### src/rtl/addsub_arbiter.sv
// addsub_arbiter: several requesters share one adder/subtractor through a
// round-robin arbiter. Results go into a single registered response slot
// with a valid/ready handshake.
//
// Ports:
//   clk          - clock; all state changes on the rising edge
//   rst_n        - asynchronous active-low reset
//   req_valid    - per-requester "operation present"
//   req_ready    - per-requester accept strobe (one-hot or zero, combinational)
//   req_a/req_b  - packed operands, slice i*WIDTH +: WIDTH belongs to requester i
//   req_sub      - per-requester op select: 1 = A-B, 0 = A+B
//   rsp_valid    - response slot holds a result
//   rsp_ready    - consumer takes the response this cycle
//   rsp_id       - requester index that owns the response
//   rsp_result   - registered sum/difference, modulo 2^WIDTH
//   rsp_cout     - registered carry-out (for subtract, 1 = no borrow)
//   rsp_overflow - registered two's-complement overflow
//   rsp_zero     - registered result == 0

// adder_subtractor: combinational A+B or A-B with carry, overflow and zero.
//   a, b     - operands
//   sub      - 1 = A-B, 0 = A+B
//   result   - sum/difference modulo 2^WIDTH
//   cout     - carry-out (subtract: 1 = no borrow)
//   overflow - two's-complement overflow
//   zero     - result == 0
module adder_subtractor #(
    parameter int unsigned WIDTH = 8
) (
    input  logic [WIDTH-1:0] a,
    input  logic [WIDTH-1:0] b,
    input  logic             sub,
    output logic [WIDTH-1:0] result,
    output logic             cout,
    output logic             overflow,
    output logic             zero
);
    logic [WIDTH-1:0] b_eff;
    logic [WIDTH:0]   sum;

    always_comb begin
        // Subtraction is A + ~B + 1.
        b_eff    = sub ? ~b : b;
        sum      = {1'b0, a} + {1'b0, b_eff} + {{WIDTH{1'b0}}, sub};
        result   = sum[WIDTH-1:0];
        cout     = sum[WIDTH];
        overflow = (a[WIDTH-1] == b_eff[WIDTH-1]) && (result[WIDTH-1] != a[WIDTH-1]);
        zero     = (result == '0);
    end
endmodule

module addsub_arbiter #(
    parameter int unsigned WIDTH = 8,
    parameter int unsigned NREQ  = 4,
    localparam int unsigned IDW  = $clog2(NREQ)
) (
    input  logic                  clk,
    input  logic                  rst_n,
    input  logic [NREQ-1:0]       req_valid,
    output logic [NREQ-1:0]       req_ready,
    input  logic [NREQ*WIDTH-1:0] req_a,
    input  logic [NREQ*WIDTH-1:0] req_b,
    input  logic [NREQ-1:0]       req_sub,
    output logic                  rsp_valid,
    input  logic                  rsp_ready,
    output logic [IDW-1:0]        rsp_id,
    output logic [WIDTH-1:0]      rsp_result,
    output logic                  rsp_cout,
    output logic                  rsp_overflow,
    output logic                  rsp_zero
);
    logic [IDW-1:0]   ptr;
    logic [IDW-1:0]   grant_id;
    logic             found;
    logic             slot_free;
    logic             grant;
    logic [WIDTH-1:0] a_arr [NREQ];
    logic [WIDTH-1:0] b_arr [NREQ];
    logic [WIDTH-1:0] sel_a;
    logic [WIDTH-1:0] sel_b;
    logic             sel_sub;
    logic [WIDTH-1:0] alu_result;
    logic             alu_cout;
    logic             alu_overflow;
    logic             alu_zero;

    for (genvar g = 0; g < NREQ; g++) begin : g_unpack
        assign a_arr[g] = req_a[g*WIDTH +: WIDTH];
        assign b_arr[g] = req_b[g*WIDTH +: WIDTH];
    end

    // Round-robin search starting at ptr, wrapping modulo NREQ.
    always_comb begin
        int unsigned idx;
        found    = 1'b0;
        grant_id = '0;
        idx      = 0;
        for (int unsigned k = 0; k < NREQ; k++) begin
            idx = (32'(ptr) + k) % NREQ;
            if (!found && req_valid[idx]) begin
                found    = 1'b1;
                grant_id = IDW'(idx);
            end
        end
    end

    // Gated with rst_n so no accept strobe leaks out while reset is held.
    assign slot_free = !rsp_valid || rsp_ready;
    assign grant     = rst_n && slot_free && found;

    always_comb begin
        req_ready = '0;
        if (grant) begin
            req_ready[grant_id] = 1'b1;
        end
    end

    assign sel_a   = a_arr[grant_id];
    assign sel_b   = b_arr[grant_id];
    assign sel_sub = req_sub[grant_id];

    adder_subtractor #(.WIDTH(WIDTH)) u_alu (
        .a        (sel_a),
        .b        (sel_b),
        .sub      (sel_sub),
        .result   (alu_result),
        .cout     (alu_cout),
        .overflow (alu_overflow),
        .zero     (alu_zero)
    );

    always_ff @(posedge clk or negedge rst_n) begin
        if (!rst_n) begin
            rsp_valid    <= 1'b0;
            rsp_id       <= '0;
            rsp_result   <= '0;
            rsp_cout     <= 1'b0;
            rsp_overflow <= 1'b0;
            rsp_zero     <= 1'b0;
            ptr          <= '0;
        end else if (grant) begin
            rsp_valid    <= 1'b1;
            rsp_id       <= grant_id;
            rsp_result   <= alu_result;
            rsp_cout     <= alu_cout;
            rsp_overflow <= alu_overflow;
            rsp_zero     <= alu_zero;
            ptr          <= (32'(grant_id) == NREQ - 1) ? '0 : grant_id + IDW'(1);
        end else if (rsp_valid && rsp_ready) begin
            rsp_valid <= 1'b0;
        end
    end
endmodule

### config.mk
export PLATFORM = sky130hd
export DESIGN_NAME = addsub_arbiter
export DESIGN_NICKNAME = d
export VERILOG_FILES = /design/src/rtl/addsub_arbiter.sv
export SDC_FILE = /design/constraint.sdc
export NUM_CORES = 1
export LEC_CHECK = 0
export CAP_MARGIN = 20
export CORE_ASPECT_RATIO = 0.7
export CORE_MARGIN = 2
export CORE_UTILIZATION = 41
export DETAILED_ROUTE_END_ITERATION = 12
export PLACE_DENSITY = 0.82
export SLEW_MARGIN = 10
export SYNTH_ARGS = -nofsm -noshare
export SYNTH_HDL_FRONTEND = slang
export SYNTH_HIERARCHICAL = 1
export SYNTH_SLANG_ARGS = --single-unit
### constraint.sdc
create_clock -name clk -period 4 [get_ports clk]
set_input_delay 1 -clock clk [delete_from_list [all_inputs] [get_ports clk]]
set_output_delay 1 -clock clk [all_outputs]
set_load 0.02 [all_outputs]
==> flow_metrics.env, run 1 <==
export IMPL_outcome="finished, violations left"
export IMPL_failed_checks="setup timing"
export IMPL_drtIter0Drc=74
export IMPL_die_h_microns=59.62
export IMPL_min_path_cells=1
export IMPL_rsz0062_at_grt="yes"
export IMPL_crit_chain="buf_8, and2b_1, nand2_2, a2bb2oi_4, buf_6, buf_16, buf_8, mux2i_4, mux2i_4, xor2_1, ha_1, buf_6, nor2_4, buf_6, a21oi_4, xnor2_1, or4b_4, nor3_2, mux2_4"
export IMPL_wl_per_cell_microns=19.30
export IMPL_r2r_end="rsp_zero"
export IMPL_start_util=0.4209
export IMPL_vias=2040
export IMPL_cp_data_arrival_time_ns=4.29
export IMPL_worst_pin_slew_ns=0.4808
export IMPL_core_area_sq_um=4304
export IMPL_antenna_cells=0
export IMPL_postPlaceCellArea_sq_um=3084
export IMPL_hold_path_class="reg2reg"
export IMPL_hold_buffers=0
export IMPL_antenna_found_initial=0
export IMPL_wl_mm=7.333
export IMPL_drc_errors=0
export IMPL_fin_crit_ns=4.092
export IMPL_portBuffers=92
export IMPL_synth_edf_count=0
export IMPL_place_congestion=0.8300
export IMPL_synth_cell_type_count=47
export IMPL_setup_worst_path_start_class="input port"
export IMPL_rr_startpoint="ptr[0]"
export IMPL_relSlewSlack=0.6765
export IMPL_fp_row_count=20
export IMPL_yosysMostFrequentCell="mux2i_1"
export IMPL_fmax_ghz=0.2444
export IMPL_setup_viol=3
export IMPL_viasPerCell=5.368
export IMPL_clockBufferDepth=2
export IMPL_htree_levels=1
export IMPL_netlist_area_sq_um=1812
export IMPL_critPathKind="in2reg"
export IMPL_grt_use_total=0.2587
export IMPL_slew_violations=0
export IMPL_worstPathMaxFanout=6
export IMPL_cts_buffers_inserted=3
export IMPL_cts_tree="built"
export IMPL_reg2reg_slack_ns=0.40
export IMPL_ys_warn_count=6
export IMPL_yosys_register_bits=16
export IMPL_synth_cells=175
export IMPL_clk_latency_ns=0.25
export IMPL_reg2reg_depth=18
export IMPL_dieArea_sq_um=4975
export IMPL_p_leak_nw=1.601
export IMPL_cap_violations=0
export IMPL_whs_ns=0.5197
export IMPL_syn_avg_cell_area_sq_um=10.35
export IMPL_fill_cells=218
export IMPL_clkSinkCount=16
export IMPL_clock_root_buffer="clkbuf_8"
export IMPL_synthTopCellsByCount="mux2i_1 (51), dfrtp_1 (16), xor2_1 (11), mux2_2 (9), ha_1 (8)"
export IMPL_layout_drive_gt1_share=0.4031
export IMPL_ios=93
export IMPL_first_global_vias=2171
export IMPL_ys_flop_type="dfrtp_1"
export IMPL_power_density_nw_per_um2=943.5
export IMPL_syn_to_final_growth_pct=102.5
export IMPL_nets=410
export IMPL_synth_area_top_cells="mux2i_1 (28%), dfrtp_1 (22%), mux2_2 (5.6%)"
export IMPL_grt_max_degree=17
export IMPL_path_common_cell="buf_6"
export IMPL_dp_hpwl_mm=4.252
export IMPL_synth_seq_area_share=0.2210
export IMPL_synth_nets=259
export IMPL_hp_start="rsp_cout"
export IMPL_synth_top_cell_area_share=0.2818
export IMPL_critPathSlowestCell="or4b_4"
export IMPL_die_w_microns=83.45
export IMPL_grt_overflow=0
export IMPL_hold_violations=0
export IMPL_fin_ws_ns=-0.09190
export IMPL_hold_path_endpoint="rsp_cout"
export IMPL_seq_area_sq_um=400.4
export IMPL_fin_util=0.8523
export IMPL_async_reset_ff_frac=1.000
export IMPL_critPathMaxStageDelay_ns=0.53
export IMPL_drtPass1Iterations=4
export IMPL_vdd_drop_max_v=0.0006939
export IMPL_multi_input_area_sq_um=1595
export IMPL_fin_crit_sh=1.023
export IMPL_design_area_sq_um=3669
export IMPL_ant_nets=0
export IMPL_clkTransAtPathRegs_ns=0.06
export IMPL_grt_pass1_wl_mm=10.09
export IMPL_clock_skew_ns=0.002834
export IMPL_critPathCaptureType="flop"
export IMPL_yosys_area_top_type="mux2i_1"
export IMPL_cp_required_ns=4.20
-- cell type report --
cell class              instances  area share
clock buffers                   4     0.01501
inverters                       7    0.007162
flip-flops and latches         16      0.1091
well taps                      55     0.01876
repair buffers                155      0.4151
multi-input cells             143      0.4349
-- metrics by stage --
step / total power, W / std cells / worst slack [ns] / TNS [ns]
6_report: 0.003461 / 380 / -0.09190 / -0.1585
5_1_grt: 0.003621 / 380 / -0.1690 / -0.5700
4_1_cts: 0.002788 / 371 / 0.002312 / 0
3_5_place_dp: 0.002349 / 355 / -0.5958 / -3.113
3_3_place_gp: 0.002295 / 355 / -0.5070 / -2.209
2_1_floorplan: 0.001475 / 175 / 0.04806 / 0
-- how the worst max path moves through the flow --
stage | start | slack [ns] | cells past startpoint | to
global route | req_valid[1] | -0.17 | 18 | rsp_overflow
global placement | req_valid[3] | -0.51 | 15 | rsp_zero
floorplan | req_valid[3] | 0.05 | 15 | rsp_zero
finish | req_valid[1] | -0.09 | 19 | rsp_zero
detailed placement | req_valid[3] | -0.60 | 15 | rsp_zero
CTS | req_valid[0] | 0.002 | 18 | rsp_zero
-- placed cells by master, fill, tap and decap left out, types with 4 or more instances in the layout --
cell and instances:
nand2_1 4, mux2i_4 7, ha_1 6, clkdlybuf4s50_1 87, clkbuf_8 4, nor2_1 4
dfrtp_1 16, mux2i_2 5, buf_6 8, buf_12 5, mux2i_1 40, mux2_2 9
buf_4 47, mux2_4 4, inv_1 6, xor2_1 8
-- state kept, by name (all words and copies together), names as in the netlist --
register / flops
ptr: 2
rsp_overflow: 1
rsp_zero: 1
rsp_result: 8
rsp_valid: 1
rsp_id: 2
rsp_cout: 1
-- cells by family after synthesis --
kind of cell / Yosys count / synth area share
muxes: 65 / 0.3833
DFF: 16 / 0.2210
xor gates and xnor gates: 13 / 0.06285
adders and majority gates: 9 / 0.06630
buffers and inverters: 16 / 0.05939
and+or+nand+nor: 32 / 0.1036
AOI/OAI and AO/OA: 24 / 0.1036
-- metal layers --
layer / global-route usage / wire [microns]
met4: 0.07373 / 253
met2: 0.5035 / 3772
met5: 0 / 0
met3: 0.06546 / 413
met1: 0.2861 / 2893
-- critical path, delay by kind of cell --
kind | cells | cell delay (ns)
and+or+nand+nor | 5 | 1.12
buffers and inverters | 6 | 0.72
muxes | 3 | 0.48
xor gates and xnor gates | 2 | 0.39
adders and majority gates | 1 | 0.33
AOI/OAI and AO/OA | 2 | 0.24
-- timing repair --
action | CTS | global route
pin swaps | 14 | 17
buffers inserted | 10 | 11
resized for setup | 36 | 51
gates cloned | 2 | 0
setup endpoints to repair | 9 | 5
-- power breakdown --
part / internal, W / switching (W)
logic: 0.00162 / 0.00141
clock network: 0.0000874 / 0.0000543
registers: 0.000236 / 0.0000530
total: 0.00195 / 0.00152
Power figures use the tool's default switching activity.
==> inputs of run 2 (changes only) <==
--- a/config.mk
+++ b/config.mk
@@ -9,8 +9,10 @@
 export CORE_ASPECT_RATIO = 0.7
 export CORE_MARGIN = 2
 export CORE_UTILIZATION = 41
+export CTS_CLUSTER_DIAMETER = 150
 export DETAILED_ROUTE_END_ITERATION = 12
 export PLACE_DENSITY = 0.82
+export RECOVER_POWER = 100
 export SLEW_MARGIN = 10
 export SYNTH_ARGS = -nofsm -noshare
 export SYNTH_HDL_FRONTEND = slang
==> flow_metrics.env, run 2 (same netlist as run 1, synthesis figures left out) <==
export IMPL_outcome="finished, violations left"
export IMPL_failed_checks="setup timing"
export IMPL_critPathKind="in2reg"
export IMPL_pwr_share_clk=0.042
export IMPL_vias=2044
export IMPL_start_util=0.4209
export IMPL_cp_data_arrival_time_ns=4.28
export IMPL_fin_crit_ns=4.080
export IMPL_place_congestion=0.8300
export IMPL_top_regs="rsp_result: 8 flops, ptr: 2 flops, rsp_id: 2 flops"
export IMPL_final_common_cell="clkdlybuf4s50_1"
export IMPL_vdd_drop_max_v=0.0006696
export IMPL_internal_power_w=0.001923
export IMPL_drtIter0Drc=71
export IMPL_top_register="rsp_result"
export IMPL_design_area_sq_um=3660
export IMPL_grt_max_degree=17
export IMPL_place_inst=355
export IMPL_multi_input_area_sq_um=1590
export IMPL_p_leak_nw=1.606
export IMPL_rsz0062_at_grt="yes"
export IMPL_layout_drive_gt1_share=0.3969
export IMPL_die_h_microns=59.62
export IMPL_fmax_ghz=0.2451
export IMPL_seq_area_sq_um=400.4
export IMPL_critPathSlowestCell="or4b_4"
export IMPL_cp_required_ns=4.20
export IMPL_cts_tree="built"
export IMPL_worstPathMaxFanout=6
export IMPL_min_path_cells=1
export IMPL_clkSinkCount=16
export IMPL_comb_power_share=0.875
export IMPL_cts_buffers_inserted=3
export IMPL_antenna_cells=0
export IMPL_rr_startpoint="ptr[0]"
export IMPL_nets=410
export IMPL_path_common_cell="buf_6"
export IMPL_drc_errors=0
export IMPL_die_w_microns=83.45
export IMPL_p_seq_frac=0.083
export IMPL_fp_row_count=20
export IMPL_portBuffers=92
export IMPL_clk_latency_ns=0.25
export IMPL_wl_per_cell_microns=19.31
export IMPL_cap_violations=0
export IMPL_stdcell_count=380
export IMPL_clock_root_buffer="clkbuf_8"
export IMPL_wl_mm=7.337
export IMPL_setup_worst_path_start_class="input port"
export IMPL_htree_levels=1
export IMPL_clkTransAtPathRegs_ns=0.06
export IMPL_fill_cells=221
export IMPL_hp_start="rsp_overflow"
export IMPL_power_switching_w=0.001517
export IMPL_grt_overflow=0
export IMPL_hold_path_class="reg2reg"
export IMPL_whs_ns=0.5147
export IMPL_clock_skew_ns=0.003746
export IMPL_r2r_end="rsp_zero"
export IMPL_power_density_nw_per_um2=940.1
export IMPL_first_global_vias=2171
export IMPL_core_area_sq_um=4304
export IMPL_final_cell_mix="clkdlybuf4s50_1 (73), buf_4 (46), mux2i_1 (40), dfrtp_1 (16), dlygate4sd3_1 (14)"
export IMPL_fin_ws_ns=-0.08005
export IMPL_fin_crit_sh=1.020
export IMPL_slew_violations=0
export IMPL_worst_pin_slew_ns=0.8509
export IMPL_reg2reg_depth=18
export IMPL_ant_nets=0
export IMPL_critPathCaptureType="flop"
export IMPL_reg2reg_slack_ns=0.41
export IMPL_drtPass1Iterations=4
export IMPL_relSlewSlack=0.4327
export IMPL_setup_viol=3
export IMPL_ios=93
export IMPL_postPlaceCellArea_sq_um=3084
export IMPL_clockBufferDepth=2
export IMPL_switching_share=0.4410
export IMPL_antenna_found_initial=0
export IMPL_syn_to_final_growth_pct=102.0
export IMPL_hold_path_endpoint="rsp_overflow"
export IMPL_dieArea_sq_um=4975
export IMPL_dp_hpwl_mm=4.252
export IMPL_largest_reg_flops=8
export IMPL_grt_pass1_wl_mm=10.09
export IMPL_critPathMaxStageDelay_ns=0.52
export IMPL_grt_use_total=0.2587
export IMPL_viasPerCell=5.379
export IMPL_crit_chain="buf_8, and2b_1, nand2_2, a2bb2oi_4, buf_6, buf_16, buf_8, mux2i_4, mux2i_4, xor2_1, ha_1, buf_6, nor2_4, buf_6, a21oi_4, xnor2_1, or4b_4, nor3_2, mux2_4"
export IMPL_hold_violations=0
run 2: cell type report:
type                            instances  share of cell area
Multi-Input combinational cell        143              0.4345
Tap cell                               55             0.01880
Clock buffer                            4             0.01504
Sequential cell                        16              0.1094
Timing Repair Buffer                  155              0.4150
Inverter                                7            0.007179
run 2: repair_timing:
action	4_1_cts	5_1_grt
setup endpoints to repair	9	5
resized for setup	36	51
pin swaps	14	17
hold buffers	0	0
cloned	2	0
buffers inserted	10	11
run 2: routing by layer:
layer,vias up,global-route usage,share of wire
met5,-,0,0
met4,0,0.07373,0.035
met3,23,0.06546,0.057
met2,101,0.5035,0.51
met1,975,0.2861,0.40
li1,945,-,-
run 2: how the worst max path moves through the flow:
stage                             from      endpoint  slack, ns  depth (start not counted)
after floorplan           req_valid[3]      rsp_zero       0.05                         15
after global placement    req_valid[3]      rsp_zero      -0.51                         15
after detailed placement  req_valid[3]      rsp_zero      -0.60                         15
after CTS                 req_valid[0]      rsp_zero      0.002                         18
after global routing      req_valid[1]  rsp_overflow      -0.17                         18
final                     req_valid[1]      rsp_zero      -0.08                         19
run 2: power by group through the flow:
stage	Clock (W)	Combinational (W)	Sequential [W]
floorplan	0	0.00112	0.000350
global placement	0	0.00201	0.000282
detailed placement	0	0.00206	0.000285
CTS	0.000145	0.00235	0.000288
global route	0.000154	0.00315	0.000294
finish	0.000143	0.00301	0.000287
run 2: worst max-delay path, delay by kind of cell:
| family | cells | cell delay [ns] |
|---|---|---|
| fa+ha+maj | 1 | 0.33 |
| mux | 3 | 0.48 |
| compound gates | 2 | 0.24 |
| simple gates | 5 | 1.11 |
| xor+xnor | 2 | 0.38 |
| buf+inv | 6 | 0.72 |
run 2: stage by stage:
stage                     power [W]    util  setup slack, ns  setup TNS (ns)
after global placement     0.002295  0.7166          -0.5070          -2.209
after global routing       0.003595  0.8503          -0.1690         -0.5700
after detailed placement   0.002349  0.7166          -0.5958          -3.113
after CTS                  0.002788  0.7942         0.002312               0
after floorplan            0.001475       -          0.04806               0
final                      0.003441  0.8503         -0.08005         -0.1618
==> inputs of run 3 (changes only) <==
--- a/config.mk
+++ b/config.mk
@@ -8,10 +8,9 @@
 export CAP_MARGIN = 20
 export CORE_ASPECT_RATIO = 0.7
 export CORE_MARGIN = 2
-export CORE_UTILIZATION = 41
+export CORE_UTILIZATION = 29
 export CTS_CLUSTER_DIAMETER = 150
 export DETAILED_ROUTE_END_ITERATION = 12
-export PLACE_DENSITY = 0.82
 export RECOVER_POWER = 100
 export SLEW_MARGIN = 10
 export SYNTH_ARGS = -nofsm -noshare
==> flow_metrics.env, run 3 (same netlist as run 1, synthesis figures left out) <==
export IMPL_slew_violations=0
export IMPL_stdcell_count=395
export IMPL_grt_use_total=0.1495
export IMPL_internal_power_w=0.001615
export IMPL_fmax_ghz=0.2519
export IMPL_fp_row_count=24
export IMPL_cts_tree="built"
export IMPL_p_leak_nw=1.540
export IMPL_syn_to_final_growth_pct=92.06
export IMPL_first_global_vias=1865
export IMPL_dieArea_sq_um=6906
export IMPL_fin_crit_sh=0.9926
export IMPL_htree_levels=1
export IMPL_cap_violations=0
export IMPL_vdd_drop_max_v=0.0004137
export IMPL_clock_root_buffer="clkbuf_8"
export IMPL_top_regs="rsp_result: 8 flops, ptr: 2 flops, rsp_id: 2 flops"
export IMPL_cp_data_arrival_time_ns=4.17
export IMPL_worst_pin_slew_ns=0.8548
export IMPL_fin_crit_ns=3.970
export IMPL_design_area_sq_um=3480
export IMPL_grt_pass1_wl_mm=8.418
export IMPL_die_w_microns=98.47
export IMPL_drtIter0Drc=35
export IMPL_p_seq_frac=0.103
export IMPL_clkSinkCount=16
export IMPL_clock_skew_ns=0.003078
export IMPL_outcome="finished, final reports clean"
export IMPL_fin_util=0.5680
export IMPL_largest_reg_flops=8
export IMPL_top_register="rsp_result"
export IMPL_setup_worst_path_start_class="input port"
export IMPL_antenna_cells=0
export IMPL_clk_latency_ns=0.25
export IMPL_relSlewSlack=0.4302
export IMPL_ios=93
export IMPL_final_cell_mix="clkdlybuf4s50_1 (71), buf_4 (43), mux2i_1 (41), dfrtp_1 (16), dlygate4sd3_1 (15)"
export IMPL_wl_mm=5.268
export IMPL_drtPass1Iterations=4
export IMPL_cts_buffers_inserted=3
export IMPL_ant_nets=0
export IMPL_vias=1831
export IMPL_dp_hpwl_mm=4.120
export IMPL_portBuffers=92
export IMPL_layout_drive_gt1_share=0.3407
export IMPL_comb_power_share=0.844
export IMPL_nets=402
export IMPL_drc_errors=0
export IMPL_critPathCaptureType="flop"
export IMPL_hold_violations=0
export IMPL_power_switching_w=0.001127
export IMPL_switching_share=0.4110
export IMPL_rsz0062_at_grt="yes"
export IMPL_cp_required_ns=4.20
export IMPL_clockBufferDepth=2
export IMPL_critPathKind="in2reg"
export IMPL_grt_overflow=0
export IMPL_clkTransAtPathRegs_ns=0.06
export IMPL_core_area_sq_um=6126
export IMPL_postPlaceCellArea_sq_um=3060
export IMPL_setup_viol=0
export IMPL_power_density_nw_per_um2=788.1
export IMPL_fill_cells=548
export IMPL_antenna_found_initial=0
export IMPL_start_util=0.2958
export IMPL_viasPerCell=4.635
export IMPL_pwr_share_clk=0.053
export IMPL_place_inst=376
export IMPL_worstPathMaxFanout=6
export IMPL_hold_path_class="reg2reg"
export IMPL_wl_per_cell_microns=13.34
export IMPL_grt_max_degree=17
export IMPL_die_h_microns=70.13
export IMPL_final_common_cell="clkdlybuf4s50_1"
export IMPL_place_congestion=0.7488
[run 3: changes by cell type in the layout (fill, tap and decap cells not counted), moves of 3 or more]
| cell | before | now |
|---|---|---|
| clkbuf_2 | 3 | 0 |
| buf_6 | 8 | 5 |
| xor2_1 | 8 | 11 |
| buf_4 | 46 | 43 |
[run 3: metrics by stage]
stage	total power (W)	hold slack, ns	setup WS, ns	setup TNS, ns
detailed placement	0.002282	0.4990	-0.6920	-5.212
floorplan	0.001475	0.4867	0.04806	0
CTS	0.002677	0.5131	0.005541	0
global placement	0.002274	0.4969	-0.6340	-4.713
finish	0.002742	0.5046	0.02978	0
global route	0.002983	0.5317	-0.1220	-0.3075
[run 3: cell type report]
class	instances	area, sq um	area share
Sequential cell	16	400.4	0.1151
Inverter	7	26.28	0.007551
Tap cell	78	97.59	0.02805
Timing Repair Buffer	147	1409	0.4049
Multi-Input combinational cell	143	1491	0.4286
Clock buffer	4	55.05	0.01582
[run 3: final timing paths]
check / startpoint / endpoint / slack (ns) / cells past startpoint
setup / recovery: req_valid[1] / rsp_zero / 0.03 / 17
hold / removal: rsp_result[4] / rsp_result[4] / 0.50 / 1
setup reg to reg: ptr[0] / rsp_zero / 0.49 / 16
hold reg to reg: rsp_result[4] / rsp_result[4] / 0.50 / 1
max in group asynchronous: rst_n / rsp_result[0] / 2.07 / 2
min in group asynchronous: rst_n / rsp_valid / 1.41 / 2
[run 3: power groups by stage]
stage                     logic (W)  clock network (W)  registers (W)
after CTS                   0.00224           0.000148       0.000287
after global routing        0.00253           0.000156       0.000295
after floorplan             0.00112                  0       0.000350
after detailed placement    0.00200                  0       0.000283
after global placement      0.00199                  0       0.000285
final                       0.00231           0.000144       0.000284
[run 3: what timing repair did]
action                                  4_1_cts  5_1_grt
pin swaps                                    14       10
gates cloned                                  1        0
buffers inserted                              8        6
gates resized for setup                      50       21
hold buffers                                  0        0
endpoints found under the setup margin       10        5
[run 3: routing by layer]
| layer | global-route usage | up-vias | share of wire |
|---|---|---|---|
| met5 | 0 | - | 0 |
| met4 | 0.01826 | 0 | 0.0049 |
| met3 | 0.04204 | 5 | 0.073 |
| met2 | 0.2577 | 61 | 0.46 |
| met1 | 0.1928 | 839 | 0.46 |
| li1 | - | 926 | - |
[run 3: worst max-delay path, cell delays in order]
cell	delay (ns)
buf_8	0.10
and2b_1	0.21
nand2_2	0.07
a2bb2oi_4	0.26
buf_12	0.18
mux2i_4	0.24
mux2i_4	0.10
xor2_1	0.18
buf_4	0.15
buf_4	0.13
ha_4	0.26
nand4_1	0.14
o221ai_2	0.22
xor2_1	0.12
or4b_4	0.52
nor3_2	0.12
mux2_4	0.16
